$ cat src/rtl/mac_stream_feeder.sv
// mac_stream_feeder: holds a host-loaded sample bank and coefficient bank and,
// on start, streams the samples and then the coefficients into the polynomial
// MAC's two input FIFOs, one word per cycle, honouring each FIFO's full flag.
// A NaN terminator word closes each stream.
module mac_stream_feeder #(
  parameter int                    DATA_WIDTH = 32,
  parameter int                    ADDR_LINES = 5,
  parameter logic [DATA_WIDTH-1:0] TERM_WORD  = 32'h7F900000
) (
  input  logic                  clk_i,
  input  logic                  rst_i,
  input  logic                  load_sig_we_i,
  input  logic                  load_coeff_we_i,
  input  logic [ADDR_LINES-1:0] load_addr_i,
  input  logic [DATA_WIDTH-1:0] load_data_i,
  input  logic [ADDR_LINES:0]   sig_count_i,
  input  logic [ADDR_LINES:0]   coeff_count_i,
  input  logic                  start_i,
  input  logic                  full_mul_i,
  input  logic                  full_adder_i,
  output logic [DATA_WIDTH-1:0] signal_fifo_o,
  output logic                  signal_valid_o,
  output logic [DATA_WIDTH-1:0] coeff_fifo_o,
  output logic                  coeff_valid_o,
  output logic                  busy_o,
  output logic                  done_o
);

  localparam int                DEPTH     = 1 << ADDR_LINES;
  localparam logic [ADDR_LINES:0] DEPTH_CNT = (ADDR_LINES+1)'(DEPTH);

  typedef enum logic [2:0] {
    IDLE,
    SEND_SIG,
    TERM_SIG,
    SEND_COEFF,
    TERM_COEFF,
    DONE
  } state_t;

  state_t                state_q;
  logic [ADDR_LINES:0]   idx_q;
  logic [ADDR_LINES:0]   idx_d;
  logic [ADDR_LINES:0]   sig_cnt_q;
  logic [ADDR_LINES:0]   sig_cnt_d;
  logic [ADDR_LINES:0]   coeff_cnt_q;
  logic [ADDR_LINES:0]   coeff_cnt_d;
  logic [DATA_WIDTH-1:0] sig_word_q;
  logic [DATA_WIDTH-1:0] coeff_word_q;
  logic                  sig_valid_q;
  logic                  coeff_valid_q;
  logic                  busy_q;
  logic                  done_q;

  logic [DATA_WIDTH-1:0] sig_bank   [DEPTH];
  logic [DATA_WIDTH-1:0] coeff_bank [DEPTH];
  logic [DATA_WIDTH-1:0] sig_rd;
  logic [DATA_WIDTH-1:0] coeff_rd;

  // Host loads land only while idle, so a running transfer always sees a stable bank.
  always_ff @(posedge clk_i) begin
    if (state_q == IDLE) begin
      if (load_sig_we_i) begin
        sig_bank[load_addr_i] <= load_data_i;
      end
      if (load_coeff_we_i) begin
        coeff_bank[load_addr_i] <= load_data_i;
      end
    end
  end

  // Counts above the bank depth clamp to a full bank; the index never wraps.
  always_comb begin
    sig_cnt_d   = (sig_count_i > DEPTH_CNT) ? DEPTH_CNT : sig_count_i;
    coeff_cnt_d = (coeff_count_i > DEPTH_CNT) ? DEPTH_CNT : coeff_count_i;
  end

  assign idx_d    = idx_q + 1'b1;
  assign sig_rd   = sig_bank[idx_q[ADDR_LINES-1:0]];
  assign coeff_rd = coeff_bank[idx_q[ADDR_LINES-1:0]];

  // Transfer sequencer: every output is a register; valids default low each edge.
  always_ff @(posedge clk_i) begin
    if (rst_i) begin
      state_q       <= IDLE;
      idx_q         <= '0;
      sig_cnt_q     <= '0;
      coeff_cnt_q   <= '0;
      sig_word_q    <= '0;
      coeff_word_q  <= '0;
      sig_valid_q   <= 1'b0;
      coeff_valid_q <= 1'b0;
      busy_q        <= 1'b0;
      done_q        <= 1'b0;
    end else begin
      sig_valid_q   <= 1'b0;
      coeff_valid_q <= 1'b0;
      done_q        <= 1'b0;
      case (state_q)
        IDLE: begin
          if (start_i) begin
            sig_cnt_q   <= sig_cnt_d;
            coeff_cnt_q <= coeff_cnt_d;
            idx_q       <= '0;
            busy_q      <= 1'b1;
            state_q     <= (sig_cnt_d == '0) ? TERM_SIG : SEND_SIG;
          end
        end
        SEND_SIG: begin
          if (!full_mul_i) begin
            sig_word_q  <= sig_rd;
            sig_valid_q <= 1'b1;
            idx_q       <= idx_d;
            if (idx_d == sig_cnt_q) begin
              state_q <= TERM_SIG;
            end
          end
        end
        TERM_SIG: begin
          if (!full_mul_i) begin
            sig_word_q  <= TERM_WORD;
            sig_valid_q <= 1'b1;
            idx_q       <= '0;
            state_q     <= (coeff_cnt_q == '0) ? TERM_COEFF : SEND_COEFF;
          end
        end
        SEND_COEFF: begin
          if (!full_adder_i) begin
            coeff_word_q  <= coeff_rd;
            coeff_valid_q <= 1'b1;
            idx_q         <= idx_d;
            if (idx_d == coeff_cnt_q) begin
              state_q <= TERM_COEFF;
            end
          end
        end
        TERM_COEFF: begin
          if (!full_adder_i) begin
            coeff_word_q  <= TERM_WORD;
            coeff_valid_q <= 1'b1;
            idx_q         <= '0;
            state_q       <= DONE;
          end
        end
        DONE: begin
          busy_q  <= 1'b0;
          done_q  <= 1'b1;
          state_q <= IDLE;
        end
        default: begin
          state_q <= IDLE;
        end
      endcase
    end
  end

  assign signal_fifo_o  = sig_word_q;
  assign signal_valid_o = sig_valid_q;
  assign coeff_fifo_o   = coeff_word_q;
  assign coeff_valid_o  = coeff_valid_q;
  assign busy_o         = busy_q;
  assign done_o         = done_q;

endmodule

$ cat config.mk
export PLATFORM = sky130hd
export DESIGN_NAME = mac_stream_feeder
export DESIGN_NICKNAME = d
export VERILOG_FILES = /design/src/rtl/mac_stream_feeder.sv
export SDC_FILE = /design/constraint.sdc
export NUM_CORES = 2
export LEC_CHECK = 0
export ABC_AREA = 0
export CAP_MARGIN = 30
export CORE_UTILIZATION = 60
export DETAILED_ROUTE_END_ITERATION = 8
export HOLD_SLACK_MARGIN = 0.02
export PLACE_DENSITY = 0.77
export SLEW_MARGIN = 15
export SYNTH_ARGS = -nofsm -noshare
export SYNTH_HDL_FRONTEND = slang
export SYNTH_SLANG_ARGS = --single-unit
$ cat constraint.sdc
create_clock -name clk_i -period 4.8 [get_ports clk_i]
set_input_delay 1.44 -clock clk_i [delete_from_list [all_inputs] [get_ports clk_i]]
set_output_delay 1.44 -clock clk_i [all_outputs]
set_load 0.03 [all_outputs]
==> results.cfg <==
[critical_path]
arrival_ns = 2.35
path_cells = clkdlybuf4s50_1
cp_slowest_cell = clkdlybuf4s50_1
start_kind = flip-flop
crit_type = reg2out
cp_data_required_time_ns = 3.36
cp_top_family = buffers and inverters
cpPeakStageDelay_ns = 0.83
end_kind = output pin
cp_max_fo = 2
path_buf_inv = 1

[die]
rows = 134
die_h_um = 370
die_x_um = 370
io_pins = 124
core_mm2 = 0.134
start_util_pct = 60.8
die_area_mm2 = 0.137

[synthesis]
seq_area_frac_synth_pct = 77.9
ys.flop_type = edfxtp_1
synth_top_cells_by_area = edfxtp_1 (76%), mux4_2 (16%), dfxtp_1 (2.3%), mux2_2 (0.69%), nor2_1 (0.55%)
yosys_warnings = 0
syn_inst = 3554
synthTopCellsByCount = edfxtp_1 (2048), mux4_2 (576), nor2_1 (119), dfxtp_1 (94), clkbuf_1 (91)
yosysMostFrequentCell = edfxtp_1
yosysUniqueCellTypes = 45
ys_ff_latch = 2142
async_flop_share_pct = 0
synth_area_mm2 = 0.0814
avgSynthCellArea_um2 = 22.9
synth-edff-count = 2048
synth.top_cell.area_share_pct = 75.5
synthesis.nets = 3611
synth.largest_area_cell = edfxtp_1

[clock_network]
cts.sinks = 2142
cts_tree = done
cts_root_buf = clkbuf_16
cts_resized = 0
htree_levels = 4
ctsLongestPathBuffers = 3
postCtsSetupBuffers = 0
clkSlewWorstSetupHoldPaths_ns = 0.07
numCtsBuffers = 202
clock_latency_ns = 0.84
hold_buffers = 0

[global_routing]
grt_max_degree = 77
grt_pass1_vias = 40400
grt_use_total_pct = 31.7
antenna_found_initial = 11
gr-total-overflow = 0
grt_pass1_wl_mm = 299

[sta]
slew_viol_final = 0
tns_ns = 0
max_freq_mhz = 264
layout_min_cycle_time_ns = 3.79
relSlewSlack_pct = 32.1
post-route-period-util_pct = 79.0
worst_slew_pin_slew_ns = 0.992
skew_ns = 0.0327
fin_ws_ns = 1.01
hold_viol_final = 0
setup_viol = 0
rsz0062_at_grt = no

[routing]
drt-wirelength-per-cell_um = 36.5
postRouteWirelength_mm = 213
vias_per_cell = 6.83
dr.pass1.iters = 5
first_iter_violations = 5668
via_count = 39700
ant_nets = 0
route.detailed.drc = 0

[cells_and_area]
nFillCells = 7533
final_cells = 5822
area_growth_pct = 13.9
final_area_mm2 = 0.0927
final_nets = 3933
drive_above_1_share_pct = 29.7

[place]
place_inst = 5435
post-dp-hpwl_mm = 124
io_buffers = 123
finalWeightedCongestion = 0.825
dpl-instance-area_mm2 = 0.0860
pre_cts_slack_ns = 0.857

[power]
vdd_drop_max_mv = 0.422
powerDensity_mw_per_mm2 = 454
p_leak_nw = 28.1

[hold_path]
min_path_type = reg2reg

[run_status]
status = complete, no violations

[run]
max-cap-violations = 0
registers in the layout (all words and copies together) (netlist names), named ones only:
| register | cells |
|---|---|
| coeff_bank | 1024 |
| coeff_cnt_q | 6 |
| idx_q | 6 |
| coeff_valid_o | 1 |
| coeff_fifo_o | 32 |
| busy_o | 1 |
| sig_cnt_q | 6 |
| state_q | 3 |
| sig_bank | 1024 |
| signal_valid_o | 1 |
| signal_fifo_o | 32 |
| done_o | 1 |
worst reg2reg max path, delay by kind of cell, from the launching register on:
| family | cells | cell delay (ns) |
|---|---|---|
| compound gates | 2 | 1.02 |
| buf+inv | 2 | 0.85 |
| flops | 1 | 0.73 |
| mux | 1 | 0.61 |
path summary, 6_finish.rpt:
| kind | start | to | slack, ns | cells after the start |
|---|---|---|---|---|
| hold reg to reg | coeff_fifo_o[11] | coeff_fifo_o[11] | 0.45 | 2 |
| setup / recovery | coeff_fifo_o[6] | coeff_fifo_o[6] | 1.01 | 1 |
| hold / removal | coeff_fifo_o[11] | coeff_fifo_o[11] | 0.45 | 2 |
| setup reg to reg | flip-flop | signal_fifo_o[12] | 1.44 | 5 |
final cells by class:
| class | instances | area (um^2) | share of cell area, % |
|---|---|---|---|
| Clock buffer | 289 | 5600 | 6.04 |
| Inverter | 2 | 7.51 | 0.00810 |
| Tap cell | 1768 | 2210 | 2.39 |
| Sequential cell | 2142 | 63400 | 68.4 |
| Antenna cell | 3 | 7.51 | 0.00810 |
| Timing Repair Buffer | 311 | 2910 | 3.14 |
| Clock inverter | 90 | 992 | 1.07 |
| Multi-Input combinational cell | 1217 | 17600 | 18.9 |
metal layers:
| layer | GRT usage [%] | vias up | share of wire, % |
|---|---|---|---|
| met5 | 0 | - | 0.043 |
| met2 | 51.5 | 2710 | 50 |
| met4 | 15.8 | 14 | 5.4 |
| met3 | 7.62 | 468 | 10 |
| met1 | 40.6 | 20800 | 34 |
| li1 | - | 15700 | - |
report_power, final:
| group | leakage (nW) | internal, mW | switching [mW] | total (mW) |
|---|---|---|---|---|
| Clock | 3.19 | 9.05 | 6.89 | 15.9 |
| Combinational | 5.68 | 2.25 | 2.84 | 5.08 |
| Sequential | 19.2 | 20.8 | 0.229 | 21.0 |
| Total | 28.1 | 32.1 | 9.96 | 42.0 |
placed cells by master, fill, tap and decap left out, drive strengths merged, types with 4 or more instances in the layout:
cell type / count
edfxtp: 2048
mux4: 576
clkbuf: 289
buf: 221
nor2: 119
dfxtp: 94
clkdlybuf4s50: 90
nand2: 71
nor2b: 63
clkinv: 61
mux2: 50
a21oi: 46
a22oi: 43
a211oi: 37
mux2i: 30
o21ai: 29
o22ai: 22
o31ai: 20
nand3: 18
bufinv: 17
xnor2: 11
nor3b: 11
a2111oi: 9
o41ai: 9
nand2b: 9
inv: 9
nand3b: 6
nor3: 6
xor2: 5
clkinvlp: 5
and2: 4
nor4: 4
kinds of logic (layout without fill, tap and decap cells):
kind of cell,Yosys count,in the layout,share of synthesized area (%)
xor+xnor,18,18,0.227
simple gates,316,316,1.85
other cells,0,3,0
compound gates,226,226,1.86
fa+ha+maj,1,1,0.0154
mux,656,656,17.0
flops,2142,2142,77.9
buf+inv,195,692,1.19
through the flow:
| step | power [mW] | hold WS [ns] | utilization, % |
|---|---|---|---|
| after floorplan | 24.6 | 0.437 | - |
| after global placement | 26.4 | 0.432 | 64.1 |
| after detailed placement | 26.4 | 0.443 | 64.2 |
| after CTS | 42.2 | 0.458 | 69.1 |
| after global routing | 43.1 | 0.473 | 69.2 |
| final | 42.0 | 0.454 | 69.2 |
(Power assumes the default switching activity.)
